==> src/rtl/alu_arb_pkg.sv <==
// Shared definitions for the round-robin ALU request arbiter: FSM states,
// ALU opcode map and the supported-opcode check.
package alu_arb_pkg;

    typedef enum logic [1:0] {
        IDLE = 2'd0,
        EXEC = 2'd1,
        RESP = 2'd2
    } arb_state_t;

    localparam logic [3:0] OP_NAND = 4'b0000;
    localparam logic [3:0] OP_NOR  = 4'b0001;
    localparam logic [3:0] OP_XOR  = 4'b0010;
    localparam logic [3:0] OP_INV  = 4'b0100;
    localparam logic [3:0] OP_SHL  = 4'b0101;
    localparam logic [3:0] OP_ADD  = 4'b1000;
    localparam logic [3:0] OP_ADDC = 4'b1001;
    localparam logic [3:0] OP_SUB  = 4'b1010;

    function automatic logic op_supported(input logic [3:0] op);
        case (op)
            OP_NAND, OP_NOR, OP_XOR, OP_INV,
            OP_SHL, OP_ADD, OP_ADDC, OP_SUB: op_supported = 1'b1;
            default:                         op_supported = 1'b0;
        endcase
    endfunction

endpackage

==> src/rtl/alu_req_arbiter_rr_pick.sv <==
// Combinational round-robin picker: first set bit of req scanning from ptr
// upward, wrapping modulo NREQ.
module rr_pick #(
    parameter int NREQ = 4,
    parameter int IDW  = $clog2(NREQ)
) (
    input  logic [NREQ-1:0] req,
    input  logic [IDW-1:0]  ptr,
    output logic [NREQ-1:0] grant,
    output logic [IDW-1:0]  idx,
    output logic            any_valid
);

    always_comb begin
        grant     = '0;
        idx       = '0;
        any_valid = 1'b0;
        for (int k = 0; k < NREQ; k++) begin
            int j;
            j = int'(ptr) + k;
            if (j >= NREQ) j = j - NREQ;
            if (!any_valid && req[j]) begin
                any_valid = 1'b1;
                grant[j]  = 1'b1;
                idx       = IDW'(j);
            end
        end
    end

endmodule

==> src/rtl/alu_req_arbiter.sv <==
// Round-robin scheduler sharing one external combinational ALU between NREQ
// requesters; one op in flight, result returned on a tagged response channel.
module alu_req_arbiter
    import alu_arb_pkg::*;
#(
    parameter int NREQ = 4,
    parameter int W    = 4,
    parameter int IDW  = $clog2(NREQ)
) (
    input  logic              clk,
    input  logic              rst_n,
    input  logic [NREQ-1:0]   req_valid,
    output logic [NREQ-1:0]   req_ready,
    input  logic [NREQ*W-1:0] req_a,
    input  logic [NREQ*W-1:0] req_b,
    input  logic [NREQ*4-1:0] req_op,
    input  logic [NREQ-1:0]   req_cin,
    output logic [W-1:0]      alu_a,
    output logic [W-1:0]      alu_b,
    output logic [3:0]        alu_op,
    output logic              alu_cin,
    input  logic [W-1:0]      alu_res,
    input  logic              alu_cout,
    output logic              rsp_valid,
    input  logic              rsp_ready,
    output logic [IDW-1:0]    rsp_id,
    output logic [W-1:0]      rsp_data,
    output logic              rsp_cout,
    output logic              rsp_err
);

    arb_state_t      state;
    logic [IDW-1:0]  ptr;
    logic [IDW-1:0]  grant_id;
    logic [NREQ-1:0] pick_grant;
    logic [IDW-1:0]  pick_idx;
    logic            pick_any;

    rr_pick #(
        .NREQ (NREQ),
        .IDW  (IDW)
    ) u_rr_pick (
        .req       (req_valid),
        .ptr       (ptr),
        .grant     (pick_grant),
        .idx       (pick_idx),
        .any_valid (pick_any)
    );

    // Ready is offered only while idle, so a request arriving during the
    // response handshake waits for the following IDLE cycle.
    assign req_ready = (rst_n && state == IDLE) ? pick_grant : '0;

    always_ff @(posedge clk) begin
        if (!rst_n) begin
            state     <= IDLE;
            ptr       <= '0;
            grant_id  <= '0;
            alu_a     <= '0;
            alu_b     <= '0;
            alu_op    <= '0;
            alu_cin   <= 1'b0;
            rsp_valid <= 1'b0;
            rsp_id    <= '0;
            rsp_data  <= '0;
            rsp_cout  <= 1'b0;
            rsp_err   <= 1'b0;
        end else begin
            case (state)
                IDLE: begin
                    if (pick_any) begin
                        alu_a    <= req_a[pick_idx*W +: W];
                        alu_b    <= req_b[pick_idx*W +: W];
                        alu_op   <= req_op[pick_idx*4 +: 4];
                        alu_cin  <= req_cin[pick_idx];
                        grant_id <= pick_idx;
                        state    <= EXEC;
                    end
                end
                // ALU has settled from the registered operands; capture it.
                EXEC: begin
                    rsp_data  <= alu_res;
                    rsp_cout  <= alu_cout;
                    rsp_id    <= grant_id;
                    rsp_err   <= !op_supported(alu_op);
                    rsp_valid <= 1'b1;
                    state     <= RESP;
                end
                RESP: begin
                    if (rsp_ready) begin
                        rsp_valid <= 1'b0;
                        ptr       <= (grant_id == IDW'(NREQ - 1)) ? '0 : grant_id + IDW'(1);
                        state     <= IDLE;
                    end
                end
                default: state <= IDLE;
            endcase
        end
    end

endmodule

==> config.mk <==
export PLATFORM = sky130hd
export DESIGN_NAME = alu_req_arbiter
export DESIGN_NICKNAME = d
export VERILOG_FILES = /design/src/rtl/alu_arb_pkg.sv /design/src/rtl/alu_req_arbiter_rr_pick.sv /design/src/rtl/alu_req_arbiter.sv
export SDC_FILE = /design/constraint.sdc
export NUM_CORES = 1
export LEC_CHECK = 0
export BUFFER_PORTS_ARGS = -buffer_cell sky130_fd_sc_hd__buf_2
export CORE_MARGIN = 8
export CORE_UTILIZATION = 50
export CTS_CLUSTER_DIAMETER = 50
export DETAILED_ROUTE_END_ITERATION = 10
export PLACE_DENSITY = 0.85
export SKIP_CTS_REPAIR_TIMING = 1
export SYNTH_ARGS = -nofsm -noshare
export SYNTH_HDL_FRONTEND = slang
export SYNTH_SLANG_ARGS = --single-unit
export TNS_END_PERCENT = 100
==> constraint.sdc <==
create_clock -name clk -period 9.89 [get_ports clk]
set_input_delay 0 -clock clk [delete_from_list [all_inputs] [get_ports clk]]
set_output_delay 0 -clock clk [all_outputs]
set_load 0.05 [all_outputs]
==> metrics.md <==
| Metric | Value |
|---|---|
| Outcome | completed |
| Wire length of the first global-routing pass | between 8 and 9 mm |
| Number of warnings issued by yosys | 0 |
| Slowest stage cell, crit path | a32oi_2 |
| Critical-path cell list | inv_1 > ha_1 > mux4_2 > nor3_4 > nand2_1 > a32oi_2 > mux4_2 > mux2_2 > o21bai_1 > o21ai_1 |
| Biggest cell delay along the critical path | 770 ps |
| Bufs and invs on worst path | 1 |
| Critical path depth | 10 |
| Part of the cycle the worst path needs | 40.82% |
| Drt total wl | around 5.5 mm |
| Area taken by flip-flops and latches | 580.6 sq um |
| Clock latency reported for the late side of the worst-skew pair | 280 ps |
| Number of instances in the synthesized netlist | 214 |
| Minimum hold slack | 3.240 ps |
| Number of sinks driven by the clock tree | 29 |
| Pin count of the biggest net entering global routing | 26 |
| Die Y-Extent | 77.33 microns |
| Post-layout utilization of the core | between 60% and 70% |
| Startpoint kind of the worst setup timing path | register |
| Critical register-to-register path startpoint | ptr[0]$_SDFFE_PN0P_ |
| Total iterations of the first detailed-routing run | 4 |
| I/O pin cnt | 90 |
| Num CTS Buffers | 5 |
| Final setup violation count | 0 |
| Launch point of the critical path | ptr[0]$_SDFFE_PN0P_ |
| Final weighted congestion of routability-driven global placement | 0.8185 |
| Initial detailed-routing violation count | 150 |
| Slew Limit Fails | 0 |
| Drc violations | 0 |
| Unrepaired setup endpoints after global routing | no |
| Primary FF master, synth | dfxtp_1 |
| Net count after synthesis | approximately 280 |
| Total congestion overflow | 0 |
| Per-cell routed wire length | 15.49 microns |
| Area growth from synthesis to layout | 33.07% |
| Final-report hold violation count | 0 |
| Worst Setup Path Type | reg2reg |
| Number of nets still failing antenna checks after routing | 0 |
| Worst path arrival time | 4250 ps |
| Shortest clock period the worst path allows after layout | 4037 ps |
| Max Fclk | 247.7 MHz |
| Required time of the worst setup path | between 10000 and 15000 ps |
| Basic-gate share of the synthesized area counting and, or, nand and nor cells | 19.10% |
| Power per cell area | between 150 and 200 nW/um^2 |
| Register-to-Register Path Depth | 10 |
| Number of synthesized flops with an enable pin | 0 |
| Leakage power | 1.141 nW |
| # nets final | 373 |
| Share of the synthesized area in the top cell type | 30.87% |
| Die ar. | 5979 sq um |
| Multiplexer share of the synthesized area | 21.89% |
| Overall global routing resource usage | 17.63% |
| Post-synthesis average cell area | 8.788 sq um |
| Area share of xor/xnor cells in the synthesized design | 0% |
| Site row count | 22 |
| DP HPWL | 3.918 mm |
| Netlist area before placement | 1881 sq um |
| Count of port buffers added during placement | 89 |
| Post-Route Setup TNS | 0 ps |
| Via total after detailed routing | 1919 |
| Actual slew at the worst max-slew pin | 995.0 ps |
| Clock-pin slew of the registers on the worst-case setup and hold paths | ~70 ps |
| Setup slack of the most critical reg-to-reg path | 5850 ps |
| Die extent in x | about 77 microns |
| Largest family of logic cells by synthesized area | multiplexers |
| Share of the yosys chip area belonging to registers | a little under a third |
| Area of the multi-input gates | roughly 1200 sq um |
| Worst min path class | in2reg |
| Worst-case vdd ir drop | between 100 and 150 uV |
| Initial Util | 51.76% |
| Kind of end point of the critical path | register |
| Core region area | between 3000 and 4000 sq um |
| Setup Skew | between 4 and 5 ps |
| Worst-case clock buffer depth | 2 |
| Avg Vias per Cell | 5.452 |
| Root buffer cell | clkbuf_8 |
| Share of cells above drive strength 1 | between 40% and 50% |
| Layout fillers | 303 |
| Register bit count reported by yosys | 29 |
| Antenna violations before repair | 0 |
| Max-cap violation count | 0 |
| Area share of fa/ha/maj cells after synthesis | 3.992% |
| Worst-path fanout max | 23 |
| Cell taking the most area after synthesis | dfxtp_1 |
| Cell mode on critical path | mux4_2 |
| CTS HTree Levels | 2 |
| TritonCTS clock tree | yes |
| Remaining max-slew budget at the tightest pin | 33.66% |
| Fraction of synthesis flops using an asynchronous set or reset pin | 0% |
| Vias in the first global route | between 1500 and 2000 |
| Ant. Diodes | 0 |
| Count of distinct cell types in the synthesized netlist | 35 |
| Ranking of synthesized cells by area | dfxtp_1 31%, mux4_2 8.4%, nand2_1 7.6% |
| Synthesized-area fraction occupied by ao, oa, aoi and oai cells | 18.50% |
| Category of cells accounting for the largest share of critical-path delay | multiplexers |
[state kept, by name (all words and copies together), names as in the netlist, named ones only]
name,cells
alu_a,4
alu_b,4
alu_op,4
rsp_data,4
grant_id,2
ptr,2
rsp_id,2
state,2
alu_cin,1
rsp_cout,1
rsp_err,1
rsp_valid,1
[routing by layer]
layer	global-route usage [%]	vias up	part of all wire [%]	wire length, microns
li1	-	951	-	-
met1	20.05	879	43	2347
met2	29.99	76	49	2658
met3	5.828	13	5.4	296
met4	6.415	0	2.8	151
met5	0	-	0	0
[through the flow]
step           instances  power, mW  setup WS (ps)  instance area, sq um
2_1_floorplan        214     0.2709           6677                  1881
3_3_place_gp         339     0.3064           6019                  2318
3_5_place_dp         339     0.3091           5844                  2318
4_1_cts              347     0.4559           5841                  2452
5_1_grt              352     0.4787           5506                  2502
6_report             352     0.4564           5853                  2502
[synthesized netlist by cell type (2+ instances only)]
library cell and count:
ha_1 6, buf_6 3, a22oi_1 4, buf_4 2, a21oi_1 23, mux2i_1 13, dfxtp_1 29, inv_1 7
nor3_1 3, mux2_2 11, and2_1 3, a221oi_1 4, mux4_2 7, nor2b_1 3, a211oi_1 2, o211ai_1 9
nand2_1 38, nand3b_1 3, nand2b_1 3, o21ai_1 2, clkbuf_1 7, nor2_1 19
[cell type report]
type | count | share of cell area [%]
multi-input cells | 165 | 47.90
flip-flops and latches | 29 | 23.20
repair buffers | 95 | 20.10
clock buffers | 5 | 2.750
clock inverters | 3 | 2.600
well taps | 48 | 2.400
inverters | 7 | 1.050
[cells in the final DEF (no fill, tap or decap), drive strengths merged, types with 6 or more instances in the layout]
| cell | Yosys | final |
|---|---|---|
| a21oi | 23 | 23 |
| mux4 | 7 | 7 |
| mux2i | 13 | 13 |
| inv | 7 | 7 |
| buf | 6 | 90 |
| ha | 6 | 6 |
| nand2 | 38 | 38 |
| mux2 | 11 | 11 |
| nor2 | 19 | 19 |
| dfxtp | 29 | 29 |
| o211ai | 9 | 9 |
[power breakdown]
group          switching (mW)  internal [mW]
registers              0.0113          0.133
logic                   0.107         0.0592
clock network          0.0463          0.100
total                   0.165          0.292
[worst min path at each step]
stage                     from                  endpoint  slack [ps]  cells past startpoint
floorplan                rst_n    alu_op[2]$_SDFFE_PN0N_         120                      1
global placement    alu_res[2]  rsp_data[2]$_SDFFE_PN0P_         240                      3
detailed placement  alu_res[3]  rsp_data[3]$_SDFFE_PN0P_         250                      3
CTS                 alu_res[2]  rsp_data[2]$_SDFFE_PN0P_         -50                      3
global route             rst_n    alu_op[2]$_SDFFE_PN0N_          10                      2
finish                   rst_n    alu_op[2]$_SDFFE_PN0N_           3                      2
[kinds of logic (layout without fill, tap and decap cells)]
family / after synthesis / count (layout)
flops: 29 / 29
mux: 31 / 31
compound gates: 52 / 52
fa+ha+maj: 6 / 6
buf+inv: 20 / 110
simple gates: 76 / 76
Note: power is estimated with default switching activity, not from simulation.
